==> config.mk <==
export PLATFORM = sky130hd
export DESIGN_NAME = mul_share_arb
export DESIGN_NICKNAME = d
export VERILOG_FILES = /design/src/rtl/mul_share_pkg.sv /design/src/rtl/braunmul.sv /design/src/rtl/mul_share_arb.sv
export SDC_FILE = /design/constraint.sdc
export NUM_CORES = 1
export LEC_CHECK = 0
export CAP_MARGIN = 20
export CORE_MARGIN = 2
export CORE_UTILIZATION = 50
export DETAILED_ROUTE_END_ITERATION = 6
export MAX_ROUTING_LAYER = met4
export PLACE_DENSITY = 0.74
export SYNTH_ARGS = -nofsm -noshare
export SYNTH_HDL_FRONTEND = slang
export SYNTH_SLANG_ARGS = --single-unit
==> constraint.sdc <==
create_clock -name clk -period 8.3 [get_ports clk]
set_input_delay 1.245 -clock clk [delete_from_list [all_inputs] [get_ports clk]]
set_output_delay 1.245 -clock clk [all_outputs]
set_load 0.03 [all_outputs]
==> src/rtl/mul_share_pkg.sv <==
// Shared definitions for the two-requester multiply/accumulate scheduler.
package mul_share_pkg;

  localparam int NREQ      = 2;
  localparam int ACC_W_DEF = 20;

  typedef enum logic [1:0] {
    OP_MUL  = 2'b00,
    OP_MAC  = 2'b01,
    OP_LOAD = 2'b10
  } op_e;

  // Encoding 2'b11 is reserved and behaves as a plain multiply.
  function automatic op_e norm_op(input logic [1:0] raw);
    case (raw)
      2'b01:   return OP_MAC;
      2'b10:   return OP_LOAD;
      default: return OP_MUL;
    endcase
  endfunction

endpackage

==> src/rtl/braunmul.sv <==
// 8x8 unsigned Braun array multiplier: a carry-save array of full adders
// with a ripple-carry adder closing the upper half of the product.
module braunmul (
  input  logic [7:0]  a,
  input  logic [7:0]  b,
  output logic [15:0] p
);

  logic [7:0] sum_s [8];
  logic [7:0] car_s [8];
  logic       x_s;
  logic       y_s;
  logic       z_s;
  logic       rc_s;

  // Carry-save array rows followed by the final ripple row.
  always_comb begin
    for (int i = 0; i < 8; i++) begin
      sum_s[i] = 8'd0;
      car_s[i] = 8'd0;
    end
    p    = 16'd0;
    x_s  = 1'b0;
    y_s  = 1'b0;
    z_s  = 1'b0;
    rc_s = 1'b0;
    for (int j = 0; j < 8; j++) begin
      sum_s[0][j] = a[j] & b[0];
      car_s[0][j] = 1'b0;
    end
    for (int i = 1; i < 8; i++) begin
      for (int j = 0; j < 8; j++) begin
        x_s = a[j] & b[i];
        if (j < 7) begin
          y_s = sum_s[i-1][j+1];
        end else begin
          y_s = 1'b0;
        end
        z_s = car_s[i-1][j];
        sum_s[i][j] = x_s ^ y_s ^ z_s;
        car_s[i][j] = (x_s & y_s) | (x_s & z_s) | (y_s & z_s);
      end
    end
    for (int i = 0; i < 8; i++) begin
      p[i] = sum_s[i][0];
    end
    rc_s = 1'b0;
    for (int j = 0; j < 7; j++) begin
      y_s      = sum_s[7][j+1];
      z_s      = car_s[7][j];
      p[8+j]   = y_s ^ z_s ^ rc_s;
      rc_s     = (y_s & z_s) | (y_s & rc_s) | (z_s & rc_s);
    end
    p[15] = car_s[7][7] ^ rc_s;
  end

endmodule

==> src/rtl/mul_share_arb.sv <==
// Round-robin scheduler sharing one braunmul between two requesters, with
// per-requester accumulators and a single tagged result channel.
module mul_share_arb
  import mul_share_pkg::*;
#(
  parameter int ACC_W = ACC_W_DEF
) (
  input  logic             clk,
  input  logic             rst_n,
  input  logic [1:0]       req_valid,
  output logic [1:0]       req_ready,
  input  logic [15:0]      req_a,
  input  logic [15:0]      req_b,
  input  logic [3:0]       req_op,
  input  logic [1:0]       acc_clr,
  output logic             res_valid,
  input  logic             res_ready,
  output logic             res_id,
  output logic [ACC_W-1:0] res_data,
  output logic             busy
);

  // Arbitration and stage 1 state
  logic             last_r;
  logic             s1_full_r;
  logic [7:0]       s1_a_r;
  logic [7:0]       s1_b_r;
  op_e              s1_op_r;
  logic             s1_id_r;

  // Output stage and accumulators
  logic             res_valid_r;
  logic             res_id_r;
  logic [ACC_W-1:0] res_data_r;
  logic [ACC_W-1:0] acc_r [NREQ];

  logic [1:0]       grant_s;
  logic             adv_out_s;
  logic             adv_s1_s;
  logic [1:0]       hs_s;
  logic             hs_id_s;
  logic [7:0]       sel_a_s;
  logic [7:0]       sel_b_s;
  op_e              sel_op_s;
  logic [15:0]      prod_s;
  logic [ACC_W-1:0] prod_ext_s;
  logic [ACC_W-1:0] acc_sel_s;
  logic [ACC_W-1:0] res_next_s;
  logic             acc_we_s;
  logic             s2_fire_s;

  assign adv_out_s = ~res_valid_r | res_ready;
  assign adv_s1_s  = ~s1_full_r | adv_out_s;
  // Ready is forced low while reset is held so nothing is accepted then.
  assign req_ready = grant_s & {2{adv_s1_s}} & {2{rst_n}};
  assign hs_s      = req_valid & req_ready;
  assign hs_id_s   = hs_s[1];
  assign s2_fire_s = adv_out_s & s1_full_r;

  // Round-robin grant: on contention the requester that did not win last.
  always_comb begin
    grant_s = 2'b00;
    case (req_valid)
      2'b01: grant_s = 2'b01;
      2'b10: grant_s = 2'b10;
      2'b11: begin
        if (last_r) begin
          grant_s = 2'b01;
        end else begin
          grant_s = 2'b10;
        end
      end
      default: grant_s = 2'b00;
    endcase
  end

  // Operand mux selecting the fields of the requester being accepted.
  always_comb begin
    sel_a_s  = 8'd0;
    sel_b_s  = 8'd0;
    sel_op_s = OP_MUL;
    if (hs_id_s) begin
      sel_a_s  = req_a[15:8];
      sel_b_s  = req_b[15:8];
      sel_op_s = norm_op(req_op[3:2]);
    end else begin
      sel_a_s  = req_a[7:0];
      sel_b_s  = req_b[7:0];
      sel_op_s = norm_op(req_op[1:0]);
    end
  end

  braunmul u_mul (
    .a (s1_a_r),
    .b (s1_b_r),
    .p (prod_s)
  );

  assign prod_ext_s = ACC_W'(prod_s);
  assign acc_sel_s  = acc_r[s1_id_r];

  // Stage-2 result and accumulator write selection by operation.
  always_comb begin
    res_next_s = prod_ext_s;
    acc_we_s   = 1'b0;
    case (s1_op_r)
      OP_MAC: begin
        res_next_s = acc_sel_s + prod_ext_s;
        acc_we_s   = 1'b1;
      end
      OP_LOAD: begin
        res_next_s = prod_ext_s;
        acc_we_s   = 1'b1;
      end
      default: begin
        res_next_s = prod_ext_s;
        acc_we_s   = 1'b0;
      end
    endcase
  end

  // Stage 1: capture the granted request and update the round-robin pointer.
  always_ff @(posedge clk or negedge rst_n) begin
    if (!rst_n) begin
      last_r    <= 1'b1;
      s1_full_r <= 1'b0;
      s1_a_r    <= 8'd0;
      s1_b_r    <= 8'd0;
      s1_op_r   <= OP_MUL;
      s1_id_r   <= 1'b0;
    end else if (adv_s1_s) begin
      s1_full_r <= |hs_s;
      if (|hs_s) begin
        s1_a_r  <= sel_a_s;
        s1_b_r  <= sel_b_s;
        s1_op_r <= sel_op_s;
        s1_id_r <= hs_id_s;
        last_r  <= hs_id_s;
      end
    end
  end

  // Output stage: holds its contents while the consumer stalls.
  always_ff @(posedge clk or negedge rst_n) begin
    if (!rst_n) begin
      res_valid_r <= 1'b0;
      res_id_r    <= 1'b0;
      res_data_r  <= '0;
    end else if (adv_out_s) begin
      res_valid_r <= s1_full_r;
      if (s1_full_r) begin
        res_id_r   <= s1_id_r;
        res_data_r <= res_next_s;
      end
    end
  end

  // Accumulators: a clear takes priority over a same-edge MAC/LOAD write.
  always_ff @(posedge clk or negedge rst_n) begin
    if (!rst_n) begin
      for (int k = 0; k < NREQ; k++) begin
        acc_r[k] <= '0;
      end
    end else begin
      for (int k = 0; k < NREQ; k++) begin
        if (acc_clr[k]) begin
          acc_r[k] <= '0;
        end else if (s2_fire_s && acc_we_s && (int'(s1_id_r) == k)) begin
          acc_r[k] <= res_next_s;
        end
      end
    end
  end

  assign res_valid = res_valid_r;
  assign res_id    = res_id_r;
  assign res_data  = res_data_r;
  assign busy      = s1_full_r | res_valid_r;

endmodule

==> flow_summary.toml <==
[cts]
tritoncts = "built"
cts_hold_buf = 0
h-tree-depth = 3
clk_latency_ns = 0.36
root_buffer = "clkbuf_16"
clk_pin_slew_ns = 0.06
cts_sinks = 83
cts_buffer_depth = 2
cts_buffers = 9

[critical_path]
end_kind = "flop"
slowest_delay_ns = 0.55
reg2reg_slack_ns = 0.32
start_kind = "flop"
rr_startpoint = "s1_b_r[0]"
critPathMostFrequentCell = "fa_1"
cp.arrival_ns = 8.22
path_class = "reg -> reg"
r2r-end = "acc_r[19]"
reg2reg_depth = 26
worst-path-max-fanout = 7
crit_required_ns = 8.54
cp_slowest_cell = "fa_1"

[drt]
drt_pass1_iterations = 5
vias_per_cell = 5.64
vias = 5294
drtAntennaViolNets = 0
drc = 0
wl_per_cell_um = 17.1
drtIter0Drc = 360
drt_wl_total_um = 16000

[floorplanning]
die_area_um2 = 14100
die_height_um = 119
io_pins = 68
start_util_pct = 51.6
die_x_um = 119
core_um2 = 12700
fp-row-count = 41

[timing]
drv_slew = 0
final.setup.worst_slack_ns = 0.320
hold_viol = 0
tightestPinTransition_ns = 1.04
clock_skew_ns = 0.00801
fmax_mhz = 125
fin_tns_setup_ns = 0
slew_headroom_pct = 30.7
finalSetupViolations = 0
min_period_ns = 7.98
final.period_utilization_pct = 96.1

[grt]
grt_pass1_vias = 5482
grt_start_max_net_pins = 48
grt_overflow = 0
grt_usage_pct = 25.1
grt_pass1_wl_um = 27200
antenna_found_initial = 0

[layout]
layout_common_cells = "nand2_1, dfrtp_1, clkdlybuf4s50_1, o21ai_0, inv_1"
final_cell_area_um2 = 7800
final_cells = 938
num-nets-final = 878
final_common_cell = "nand2_1"
area_growth_pct = 18.9
fill_cells = 1118
drive_above_1_share_pct = 11.6
diodes = 0

[place]
placed_cells = 918
place_congestion = 0.879
pre_cts_ws_ns = -0.0280
placement.io_buffers = 67
dp.final_hpwl_um = 11800
place_area_um2 = 7400

[logic_synthesis]
synth_edf_count = 0
yosys-top-cells-area = "dfrtp_1, fa_1, nand2_1, and2_1, ha_1"
syn-instance-count = 703
synth_top_area_share_pct = 31.3
synth-seq-area-share_pct = 31.7
async_flop_share_pct = 100
synth_ff_type = "dfrtp_1"
syn_area_um2 = 6560
ys_ff_latch = 83
synth_nets = 820
syn-mean-instance-area_um2 = 9.33
yosysTopAreaCell = "dfrtp_1"
yosysWarnings = 0
ys_types = 68

[hold_path]
hold_path_class = "reg -> reg"
min_from = "acc_r[11]"
holdPathEnd = "acc_r[11]"
min_path_cells = 2

[job]
cap_violations = 0

[outcome]
status = "complete, no violations"
flip-flops by register name, summed over array words and instances (netlist names):
name	count
acc_r	40
s1_full_r	1
res_valid	1
s1_op_r	2
res_id	1
res_data	20
s1_a_r	8
s1_b_r	8
s1_id_r	1
last_r	1
synth_stat cells (3+ instances only):
library cell,instances
clkbuf_1,22
xnor2_1,5
a21oi_1,21
nand2_1,108
nor2b_1,8
a22oi_1,10
or3_1,8
ha_1,25
and4_1,3
mux2i_1,30
nand4_1,7
nand3_1,15
o31ai_1,4
o21ai_1,3
o21ai_0,56
xor2_1,4
a21o_1,6
nor3_1,4
fa_1,49
buf_2,10
a22o_1,4
inv_1,57
nor2_1,27
o211ai_1,3
a31oi_1,5
nand2b_1,6
and2_1,50
mux2_2,19
o21a_1,3
a211oi_1,3
dfrtp_1,82
layer usage:
| metal | share of wire (%) | vias up | GRT usage (%) |
|---|---|---|---|
| met5 | 0 | - | - |
| met4 | 2.4 | 0 | 9.08 |
| met3 | 4.2 | 31 | 3.04 |
| met2 | 50 | 139 | 42.2 |
| met1 | 43 | 2622 | 31.2 |
| li1 | - | 2502 | - |
worst max path at each step:
stage               from           end
3_5_place_dp   s1_b_r[1]  res_data[18]
4_1_cts        s1_b_r[0]  res_data[18]
2_1_floorplan  s1_a_r[7]  res_data[18]
5_1_grt        s1_b_r[0]     acc_r[38]
6_report       s1_b_r[0]     acc_r[19]
3_3_place_gp   s1_b_r[0]  res_data[18]
worst max-delay path, delay by kind of cell, from the launching register on:
family	cells	cell delay, ns
compound gates	2	0.40
fa+ha+maj	15	5.84
flops	1	0.43
simple gates	4	0.77
buf+inv	4	0.28
xor+xnor	1	0.13
metrics by stage:
step	util, %	hold slack, ns
after detailed placement	58.2	0.468
after CTS	60.7	0.482
after global routing	61.3	0.501
after global placement	58.2	0.457
after floorplan	-	0.444
final	61.3	0.477
logic make-up after synthesis:
kind of cell	after synthesis	share of synthesized area, %
simple gates	253	19.1
compound gates	142	14.8
buf+inv	93	5.63
flops	83	31.7
fa+ha+maj	74	19.7
mux	49	7.84
xor+xnor	9	1.20
area by class of cell:
class	instances	area, um2	area share [%]
inverter	58	218	2.79
clock buffer	11	253	3.24
timing repair buffer	82	788	10.1
multi-input combinational	527	4180	53.6
sequential	83	2080	26.7
clock inverter	5	60.1	0.770
tap	172	215	2.76
timing repair:
action,CTS,global route
resized for setup,4,10
cloned,0,0
pin swaps,1,7
endpoints found under the hold margin,0,0
setup endpoints to repair,4,15
setup buffers,0,3
Power is left out: the tool's default activity adds up to more than one toggle a clock period on the data nets, which glitch-free logic cannot reach.
